--- src/rtl/split8_rr_arb_if.sv ---
// Handshake bundle between the 8-way round-robin arbiter and its requesters/splitter.
interface split8_rr_arb_if #(
  parameter int N = 8
);
  logic         enable;
  logic [N-1:0] req;
  logic [N-1:0] grant;
  logic [2:0]   grant_id;
  logic         busy;
  logic         timeout;

  modport master (
    output enable, req,
    input  grant, grant_id, busy, timeout
  );

  modport slave (
    input  enable, req,
    output grant, grant_id, busy, timeout
  );
endinterface

--- src/rtl/split8_rr_arb.sv ---
// 8-way round-robin arbiter; registered one-hot grant, one dead cycle between owners (1-cycle grant latency).
// Optional hold-time limit under SPLIT8_ARB_HOLD_LIMIT_EN; owners are never preempted otherwise.
module split8_rr_arb #(
  parameter int N        = 8,
  parameter int HOLD_MAX = 16,
  parameter int CNT_W    = 16
) (
  input logic            clk,
  input logic            rst_n,
  split8_rr_arb_if.slave bus
);

  if (N != 8 || HOLD_MAX < 2 || HOLD_MAX > 65535 || CNT_W < 1 || CNT_W > 32 ||
      (64'(1) << CNT_W) <= 64'(HOLD_MAX)) begin : g_bad_cfg
    $error("split8_rr_arb: unsupported N/HOLD_MAX/CNT_W combination");
  end

  typedef enum logic [1:0] {
    IDLE  = 2'd0,
    GRANT = 2'd1,
    GAP   = 2'd2
  } state_t;

  state_t     state;
  logic [2:0] ptr;
  logic [2:0] win;
  logic [2:0] idx;
  logic       any_req;

`ifdef SPLIT8_ARB_HOLD_LIMIT_EN
  logic [CNT_W-1:0] cnt;
`endif

  // Descending scan so the lane closest to ptr is the last (winning) assignment.
  always_comb begin
    win = ptr;
    idx = '0;
    for (int k = N - 1; k >= 0; k--) begin
      idx = ptr + 3'(k);
      if (bus.req[idx]) win = idx;
    end
  end

  assign any_req = |bus.req;

  always_ff @(posedge clk or negedge rst_n) begin
    if (!rst_n) begin
      state        <= IDLE;
      ptr          <= '0;
      bus.grant    <= '0;
      bus.grant_id <= '0;
      bus.busy     <= 1'b0;
      bus.timeout  <= 1'b0;
`ifdef SPLIT8_ARB_HOLD_LIMIT_EN
      cnt          <= '0;
`endif
    end else begin
      bus.timeout <= 1'b0;
      case (state)
        IDLE, GAP: begin
          if (bus.enable && any_req) begin
            bus.grant    <= N'(1) << win;
            bus.grant_id <= win;
            bus.busy     <= 1'b1;
            state        <= GRANT;
`ifdef SPLIT8_ARB_HOLD_LIMIT_EN
            cnt          <= '0;
`endif
          end else begin
            state <= IDLE;
          end
        end
        GRANT: begin
          // Release moves the owner to lowest priority for the next arbitration.
          if (!bus.req[bus.grant_id]) begin
            bus.grant <= '0;
            bus.busy  <= 1'b0;
            ptr       <= bus.grant_id + 3'd1;
            state     <= GAP;
          end
`ifdef SPLIT8_ARB_HOLD_LIMIT_EN
          else if (cnt == CNT_W'(HOLD_MAX - 1)) begin
            bus.grant   <= '0;
            bus.busy    <= 1'b0;
            bus.timeout <= 1'b1;
            ptr         <= bus.grant_id + 3'd1;
            state       <= GAP;
          end else begin
            cnt <= cnt + 1'b1;
          end
`endif
        end
        default: state <= IDLE;
      endcase
    end
  end

endmodule

--- src/flat_wrapper.sv ---
// flat-port wrapper written by rule: the top's interface ports become plain ports
module split8_rr_arb_flat 
#(
  parameter int N        = 8,
  parameter int HOLD_MAX = 16,
  parameter int CNT_W    = 16
)
  (clk, rst_n, bus_enable, bus_req, bus_grant, bus_grant_id, bus_busy, bus_timeout);
  split8_rr_arb_if #(.N(N)) bus_i ();
  input logic clk;
  input logic rst_n;
  input wire logic [$bits(bus_i.enable)-1:0] bus_enable;
  input wire logic [$bits(bus_i.req)-1:0] bus_req;
  output wire logic [$bits(bus_i.grant)-1:0] bus_grant;
  output wire logic [$bits(bus_i.grant_id)-1:0] bus_grant_id;
  output wire logic [$bits(bus_i.busy)-1:0] bus_busy;
  output wire logic [$bits(bus_i.timeout)-1:0] bus_timeout;
  assign bus_i.enable = bus_enable;
  assign bus_i.req = bus_req;
  assign bus_grant = bus_i.grant;
  assign bus_grant_id = bus_i.grant_id;
  assign bus_busy = bus_i.busy;
  assign bus_timeout = bus_i.timeout;
  split8_rr_arb #(.N(N), .HOLD_MAX(HOLD_MAX), .CNT_W(CNT_W)) u_core (.clk(clk), .rst_n(rst_n), .bus(bus_i));
endmodule
--- config.mk ---
export PLATFORM = sky130hd
export DESIGN_NAME = split8_rr_arb_flat
export DESIGN_NICKNAME = d
export VERILOG_FILES = /design/src/rtl/split8_rr_arb_if.sv /design/src/rtl/split8_rr_arb.sv /design/src/flat_wrapper.sv
export SDC_FILE = /design/constraint.sdc
export NUM_CORES = 1
export LEC_CHECK = 0
export ABC_CLOCK_PERIOD_IN_PS = 3500
export BUFFER_PORTS_ARGS = -buffer_cell sky130_fd_sc_hd__clkbuf_2
export CAP_MARGIN = 20
export CORE_MARGIN = 2
export CORE_UTILIZATION = 24
export DETAILED_ROUTE_END_ITERATION = 7
export GPL_TIMING_DRIVEN = 1
export PLACE_DENSITY_LB_ADDON = 0.3
export SETUP_SLACK_MARGIN = 0.3
export SLEW_MARGIN = 20
export SYNTH_ARGS = -nofsm -noshare
export SYNTH_HDL_FRONTEND = slang
export SYNTH_SLANG_ARGS = --single-unit
--- constraint.sdc ---
create_clock -name clk -period 3.5 [get_ports clk]
set_input_delay 0.7 -clock clk [delete_from_list [all_inputs] [get_ports clk]]
set_output_delay 0.7 -clock clk [all_outputs]
set_load 0.02 [all_outputs]
* Word-level counts from Yosys, hierarchy flattened *
Cells that the tools add are included.
Widths: inputs -> output; s select.

operators by class
  magnitude comparators = 9
  div/mod/pow operators = 0
  bitwise gates (word level) = 1
  reductions and logical operators = 8
  shifts and indexed selects = 1
  $mul = 0
  eq/ne operators = 4
  mux-type cells = 35
  add/sub/neg operators = 8

operators by type and width
  kind                 number
  $lt 3x4->1 const B   9
  $bmux 1 s3           9
  $mux 3               8
  $mux 8               2
  $pmux 8 s2           1
  $add 3x3->3 const B  4
  $mux 1               12
  $reduce_or 8->1      1
  $shl 1x3->8 const A  1
  $add 3x1->3 const B  2
  $add 3x2->3 const B  2
  $pmux 2 s2           1
  $reduce_and 2->1     2
  $reduce_and 3->1     1
  $eq 2x1->1 const B   1
  $eq 2x2->1 const B   1
  $logic_not 2->1      1
  $mux 2               1
  $ne 2x1->1 const B   1
  $ne 2x2->1 const B   1
  $pmux 1 s2           1
  $reduce_bool 2->1    1
  $reduce_or 2->1      1
  $logic_and 1x1->1    1
  $not 1->1            1

storage, ports and cells
  register bits = 17
  memories kept = 0
  bits in latches = 0
  ROM bits = 0
  bits of input ports = 11
  bits in writable memories = 0
  output and inout port bits = 13
  word-level logic and storage cells = 71

* Longest topological paths before layout *
Gate-level depths: netlist of run 1.

  depth after elaboration = 14
  mapped depth = 13
  mapped depth without buffers = 9

* Least setup slack after synthesis of run 1 *
OpenSTA, ideal clock, no wires.

  path kind = reg2reg
  start = reg u_core.ptr[0]
  end = reg u_core.bus.grant[0]
  library setup time = 0.122 ns
  required time = 3.378 ns
  slack = 0.399 ns
  clock period less this slack = 3.101 ns
  cell stages (with the launch flop) = 12
  buffers on the path = 3
  data arrival time = 2.979 ns
  path through = dfrtp_1 > buf_6 > buf_8 > inv_1 > ha_1 > buf_6 > mux4_2 > mux2_2 > or4_1 > o21ai_2 > a21oi_2 > a32o_1

between the ends
  longest elaborated chain between the ends = 14
  elaborated cells on any way between the ends = 34
  those cells by class = 7 x add/sub; 1 x shift; 26 x mux

ends and longest elaborated chain
  what                          RTL line                text
  start, declared               split8_rr_arb.sv:25     logic [2:0] ptr;
  start signal, assigned        split8_rr_arb.sv:78     ptr <= bus.grant_id + 3'd1;
  $add 3x3->3                   split8_rr_arb.sv:39     idx = ptr + 3'(k);
  $bmux 1 s3                    split8_rr_arb.sv:40     if (bus.req[idx]) win = idx;
  $mux 1 (implied by the code)  split8_rr_arb.sv:40
  $mux 3 (7 in a row)           split8_rr_arb.sv:40
  $mux 3 (*)                    split8_rr_arb.sv:40
  $shl 1x3->8 (*)               split8_rr_arb.sv:62     bus.grant <= N'(1) << win;
  $mux 8 (*)                    split8_rr_arb.sv:61     if (bus.enable && any_req) begin
  $pmux 8 s2 (*)                split8_rr_arb.sv:59     case (state)
  end signal, assigned          split8_rr_arb.sv:62
  end, declared                 split8_rr_arb_if.sv:19  output grant, grant_id, busy, timeout

Mark *: on every way between the ends. The rest lies on a longest branch, timed or not. The select of a mux whose other input is x is not followed.
A chain may end at the register's enable or synchronous reset.

* Worst setup path after layout of run 1 *
  start = reg u_core.ptr[1]
  end = reg u_core.bus.grant[2]

Same word-level chain as after synthesis.

==> metrics.md, run 1 <==
| Metric | Value |
|---|---|
| Status | `completed` |
| Mux share of post-synthesis cell area | `0.338` |
| CP Buf/Inv Count | `2` |
| MaxCap Viol Count | `0` |
| Synth warn | `0` |
| Final core utilization | `0.274` |
| Max H-tree Level | `1` |
| Final TNS setup | `0 ns` |
| Int Power | `1.12 mW` |
| Final hold vios | `0` |
| Relative slew margins | `0.670` |
| Net Sw Frac | `0.499` |
| Drt initial violations | `104` |
| Via count | `1572` |
| Vias in the first global route | `1508` |
| Largest family of logic cells by synthesized area | `multiplexers` |
| Multi-input gate area | `0.00133 mm2` |
| Crit path cell chain | `clkinv_1, ha_1, buf_4, mux4_1, a21oi_2, nand4_1, o31ai_1, o221ai_1, o2111a_1, a32o_1` |
| Adder-cell share of the synthesized area | `0.0200` |
| Worst-Margin Slew | `0.482 ns` |
| CP Max Fanout | `18` |
| Cell family with most CP delay | `compound AO/OA/AOI/OAI gates` |
| Worst Setup Slack, final | `0.564 ns` |
| Setup crit end kind | `register` |
| Initial Util | `0.245` |
| Area delta synth->final | `11.6%` |
| Clock Tree Buf Depth | `2` |
| Area contributors post-synth | `dfrtp_1 23%, mux4_2 16%, mux2i_1 8.5%` |
| Seq cells post-synth | `17` |
| Crit path required time | `3.64 ns` |
| Hold Worst Slack | `0.369 ns` |
| Worst min path class | `in2async` |
| CTS tree | `yes` |
| Drt drc | `0` |
| Hpwl dp | `3450 um` |
| Total power | `2.24 mW` |
| Nets | `214` |
| Tcrit/Tclk final | `0.839` |
| Die Span Y | `92.4 um` |
| DRT Pass-1 Iters | `4` |
| Top FF cell, synth | `dfrtp_1` |
| Tmin final | `2.94 ns` |
| Root buffer cell | `clkbuf_8` |
| Port bufs | `22` |
| Largest net degree at the start of global routing | `24` |
| Grt ovf | `0` |
| Via density | `5.22` |
| Simple-Gate Fraction of Synth Area | `0.143` |
| Sequential cell area | `425 um2` |
| Die Span X | `92.4 um` |
| CP max stage delay | `0.39 ns` |
| Avg WL per Cell | `16.3 um` |
| FP Rows | `32` |
| Mapped Area | `0.00188 mm2` |
| Post-synth EDFFs | `0` |
| Syn_nets | `202` |
| Die Area | `0.00854 mm2` |
| GRT Util Overall | `0.121` |
| Clock network power share | `0.065` |
| Pwr Density | `1070 mW/mm2` |
| Sequential element share of the synthesized area | `0.227` |
| Fillers | `816` |
| Post-CTS Resized | `0` |
| ANT cells | `0` |
| Yosys top cell area share | `0.227` |
| Fraction of layout instances using a drive strength above 1 | `0.312` |
| Hold-fix buffers, CTS | `0` |
| Final Max Slew Viols | `0` |
| Gate power share | `0.783` |
| Worst setup SP type | `register` |
| Unique masters post-synth | `50` |
| Post CTS Setup Buffer Count | `0` |
| Post-Syn Instances | `188` |
| Setup repair after global routing missed its margin | `yes` |
| IO Count | `24` |
| Skew-Pair Late Insertion Delay | `0.25 ns` |
| Final ANT Viol Nets | `0` |
| Core area | `0.00765 mm2` |
| Synth Area in Compound Gates | `0.173` |
| Net Sw Power | `1.12 mW` |
| Final setup vio count | `0` |
| Sequential group share of total power | `0.152` |
| Largest area contributor in the netlist | `dfrtp_1` |
| Clk sinks | `17` |
| Syn avg cell area | `9.98 um2` |
| Cell at the slowest stage of the critical path | `mux4_1` |
| CP Class | `reg2reg` |
| Post-Route WL | `4890 um` |
| Post-synth ARST share | `1.00` |
| GP Congestion | `0.813` |
| Setup slack at placement | `0.412 ns` |
| Initial antenna violation count | `0` |
| CTS buffer count | `3` |
| Clock transition at path regs | `0.07 ns` |
| Skew final | `0.00447 ns` |
| Max Clk Rate | `341 MHz` |
| Critical Path AT | `3.08 ns` |
| Synth Area in XOR/XNOR | `0.0280` |
| Worst VDD drop | `0.519 mV` |
| Leak | `0.846 nW` |
| Global-route wire length before repair | `8250 um` |
[worst register-to-register path, delay by kind of cell, from the launching register on]
family / cells / cell delay, ns
adder cells (fa/ha/maj): 1 / 0.32
buffers and inverters: 2 / 0.36
multiplexers: 1 / 0.39
flip-flops: 1 / 0.36
AO/OA/AOI/OAI: 5 / 1.27
AND/OR/NAND/NOR: 1 / 0.12
[state kept, by name, summed over array words and instances, names as in the netlist]
signal / flops
u_core.bus.grant: 8
u_core.bus.grant_id: 3
u_core.ptr: 3
u_core.state: 2
u_core.bus.busy: 1
[cells in the final DEF (no fill, tap or decap), types with 3 or more instances in the layout]
cell type,instances
and2_1,3
buf_4,5
dfrtp_1,17
nand3b_1,3
a21oi_2,3
inv_1,4
clkbuf_8,3
mux4_1,3
nor2_1,6
mux2i_1,16
clkbuf_2,22
xnor2_1,4
ha_1,3
a21oi_1,6
nor2b_1,3
mux2_2,9
a32o_1,8
nand2_1,18
o21ai_0,13
mux4_2,13
[cell families (layout without fill, tap and decap cells)]
kind of cell    Yosys count  in the layout
compound gates           44             44
xor+xnor                  6              6
fa+ha+maj                 3              3
buf+inv                  25             36
flops                    17             17
mux                      41             41
other cells               1              1
simple gates             51             51
[cells in the mapped netlist (2+ instances only)]
cell type	count
o21ai_0	13
mux2i_1	16
buf_2	4
nor3_1	2
a32o_1	8
and2_1	3
buf_6	2
or2_0	2
mux4_1	3
nor2_1	6
xor2_1	2
ha_1	3
inv_1	4
nor2b_1	3
nand4_1	2
or2_2	2
a21oi_2	3
xnor2_1	4
or2_1	2
nand3b_1	3
mux4_2	13
nand2_1	18
mux2_2	9
dfrtp_1	17
a22oi_1	2
buf_1	2
a21oi_1	6
nor4_1	2
clkbuf_1	10
or4_1	2
[routing by layer]
metal / share of wire / track usage
met4: 0.0080 / 0.0373
met1: 0.44 / 0.169
met5: 0 / 0
met3: 0.049 / 0.0138
met2: 0.50 / 0.194
[power groups by stage]
stage                     logic, mW  clock network [mW]  registers [mW]
after CTS                      1.75               0.151           0.343
after detailed placement       1.74                   0           0.346
after global routing           1.95               0.158           0.353
final                          1.75               0.145           0.342
after global placement         1.75                   0           0.344
after floorplan                1.38                   0           0.368
[path summary, 6_finish.rpt]
| kind | start | endpoint | slack, ns | cells past startpoint |
|---|---|---|---|---|
| min reg2reg | u_core.bus.busy | u_core.bus.busy | 0.49 | 2 |
| max reg2reg | u_core.ptr[1] | u_core.bus.grant[2] | 0.56 | 10 |
| min | rst_n | u_core.bus.grant[0] | 0.37 | 1 |
| min in group clk | u_core.bus.busy | u_core.bus.busy | 0.49 | 2 |
| max | u_core.ptr[1] | u_core.bus.grant[2] | 0.56 | 10 |
| max in group asynchronous | rst_n | u_core.state[0] | 2.83 | 1 |
[per-stage QoR]
| step | area [um2] | cells |
|---|---|---|
| final | 2090 | 301 |
| after global routing | 2090 | 301 |
| after CTS | 2090 | 301 |
| after detailed placement | 2040 | 297 |
| after global placement | 2040 | 297 |
| after floorplan | 1880 | 188 |
[layout make-up]
cell class,instances,share of cell area
Clock inverter,1,0.00239
Clock buffer,3,0.0197
Timing Repair Buffer,27,0.0705
Multi-Input combinational cell,146,0.634
Tap cell,102,0.0610
Inverter,5,0.00897
Sequential cell,17,0.203
(Power assumes the default switching activity.)
==> run 2, diff against run 1 <==
ABC_CLOCK_PERIOD_IN_PS = 2680   (was 3500)
clock period = 2.68 ns   (was 3.5 ns; I/O delays follow)
==> metrics.md, run 2 (synthesized netlist as in run 1, its figures left out) <==
| Metric | Value |
|---|---|
| Die Span X | `92.4 um (unchanged)` |
| Via density | `4.99 (-4.4%)` |
| CTS buffer count | `3 (unchanged)` |
| Leak | `1.08 nW (+28%)` |
| ANT cells | `0 (unchanged)` |
| Fraction of layout instances using a drive strength above 1 | `0.510 (+0.199)` |
| Layout Cells excl Fill | `345 (+15%)` |
| R2R depth | `8 (-2)` |
| Final Max Slew Viols | `0 (unchanged)` |
| Skew-Pair Late Insertion Delay | `0.25 ns (about the same)` |
| Setup crit end kind | `register` |
| Skew final | `0.00286 ns (-0.00162 ns)` |
| Cell area after placement | `0.00240 mm2 (+18%)` |
| CP Class | `reg2reg` |
| Avg WL per Cell | `15.4 um (-5.2%)` |
| Status | `finished with violations` |
| Post-Place Cells | `339 (+14%)` |
| Clk sinks | `17 (unchanged)` |
| Area delta synth->final | `35.2%` |
| Worst R2R Start | `u_core.ptr[0]` |
| Clock Tree Buf Depth | `2 (unchanged)` |
| Number of flip-flops in the largest register | `8 (unchanged)` |
| Commonest non-fill, non-tap cell in the layout | `buf_4` |
| CP Max Fanout | `5 (-13)` |
| Max H-tree Level | `1 (unchanged)` |
| Nets | `258 (+21%)` |
| Setup repair after global routing missed its margin | `yes` |
| Grt ovf | `0 (unchanged)` |
| Tcrit/Tclk final | `1.01 (+0.170)` |
| Reg with most FFs | `u_core.bus.grant` |
| Grt met3 use | `0.0106 (-0.00325)` |
| Pwr Density | `1480 mW/mm2 (+38%)` |
| Final ANT Viol Nets | `0 (unchanged)` |
| IO Count | `24 (unchanged)` |
| DRT Pass-1 Iters | `4 (unchanged)` |
| Die Span Y | `92.4 um (unchanged)` |
| Worst Setup Slack, final | `-0.0244 ns (-0.589 ns)` |
| Reg-to-Reg End | `u_core.bus.grant[2]` |
| Failing checks | `negative setup slack` |
| Flop2flop setup slack | `-0.02 ns (-0.59 ns)` |
| Initial Util | `0.245 (unchanged)` |
| Met1 GRT Util | `0.176 (+0.00604)` |
| Port bufs | `22 (unchanged)` |
| Clock transition at path regs | `0.07 ns (about the same)` |
| Final core utilization | `0.332 (+0.0579)` |
| Largest net degree at the start of global routing | `18 (-25%)` |
| MaxCap Viol Count | `0 (unchanged)` |
| Die Area | `0.00854 mm2 (unchanged)` |
| Critical Path AT | `2.89 ns (-0.19 ns)` |
| Drt initial violations | `102 (-1.9%)` |
| GRT Util Overall | `0.132 (+0.0110)` |
| Via count | `1723 (+9.6%)` |
| Vias in the first global route | `1747 (+16%)` |
| Hpwl dp | `4130 um (+20%)` |
| Final hold vios | `0 (unchanged)` |
| Most used routing layer | `met2` |
| GP Congestion | `0.788 (-3.0%)` |
| Core area | `0.00765 mm2 (unchanged)` |
| Max Clk Rate | `370 MHz (+8.6%)` |
| CTS tree | `yes` |
| Most frequent cells in the layout | `45 x buf_4, 22 x clkbuf_2, 18 x nand2_1, 16 x dfrtp_1` |
| Drt drc | `0 (unchanged)` |
| Final setup vio count | `6 (+6)` |
| Post-Route WL | `5320 um (+8.7%)` |
| FP Rows | `32 (unchanged)` |
| Worst setup SP type | `register` |
| Top flop regs | `u_core.bus.grant (8), u_core.bus.grant_id (3), u_core.ptr (3)` |
| Hold Worst Slack | `0.213 ns (-0.156 ns)` |
| Post-layout instance area | `0.00254 mm2 (+21%)` |
| Global-route wire length before repair | `9140 um (+11%)` |
| Worst VDD drop | `0.742 mV (+43%)` |
| Tmin final | `2.70 ns (-0.231 ns)` |
| Initial antenna violation count | `0 (unchanged)` |
| Crit path required time | `2.87 ns (-0.77 ns)` |
| Grt met2 use | `0.232 (+0.0383)` |
| Root buffer cell | `clkbuf_8` |
| Worst min path class | `in2async` |
| Setup slack at placement | `-0.150 ns (-0.562 ns)` |
[run 2: where the power goes]
part	leakage [nW]	switching (mW)	total (mW)	internal [mW]
logic	0.838	1.52	3.11	1.59
clock network	0.0255	0.0889	0.192	0.103
registers	0.219	0.0975	0.449	0.351
[run 2: repair_timing]
| item | CTS | global route |
|---|---|---|
| cloned | 1 | 0 |
| setup endpoints to repair | 11 | 11 |
| pin swaps | 1 | 2 |
| hold buffers | 0 | 0 |
| gates resized for setup | 8 | 10 |
| setup buffers | 0 | 1 |
[run 2: worst max path at each step]
stage / start / end / slack, ns
CTS: u_core.ptr[0] / u_core.bus.grant[2] / -0.007
global placement: u_core.ptr[0] / u_core.bus.grant[0] / -0.13
detailed placement: u_core.ptr[0] / u_core.bus.grant[2] / -0.15
finish: u_core.ptr[0] / u_core.bus.grant[2] / -0.02
global route: u_core.ptr[1] / u_core.bus.grant[4] / -0.09
floorplan: u_core.ptr[0] / u_core.bus.grant[0] / -0.21
[run 2: layout make-up]
cell class              instances  area, um2
fillers                       793       5110
multi-input cells             146       1420
repair buffers                 71        495
flip-flops and latches         17        427
well taps                     102        128
clock buffers                   3       41.3
inverters                       5       25.0
clock inverters                 1       5.00
[run 2: stage by stage]
step	TNS, ns	power, mW
after CTS	-0.0122	3.61
final	-0.0927	3.75
after global placement	-0.928	3.30
after floorplan	-1.69	2.40
after detailed placement	-1.04	3.30
after global routing	-0.564	4.04
[run 2: critical path: stages, from the launching register on]
cell and delay [ns]:
dfrtp_2 0.42, inv_6 0.04, ha_4 0.28, mux4_2 0.57, mux2_4 0.30, or4_4 0.42
o21ai_2 0.19, and3b_4 0.25, a32o_1 0.17
[run 2: layer usage]
layer | vias to the layer above | share of wire
met5 | - | 0
met4 | 0 | 0.017
met3 | 8 | 0.012
met2 | 25 | 0.50
met1 | 860 | 0.47
li1 | 830 | -
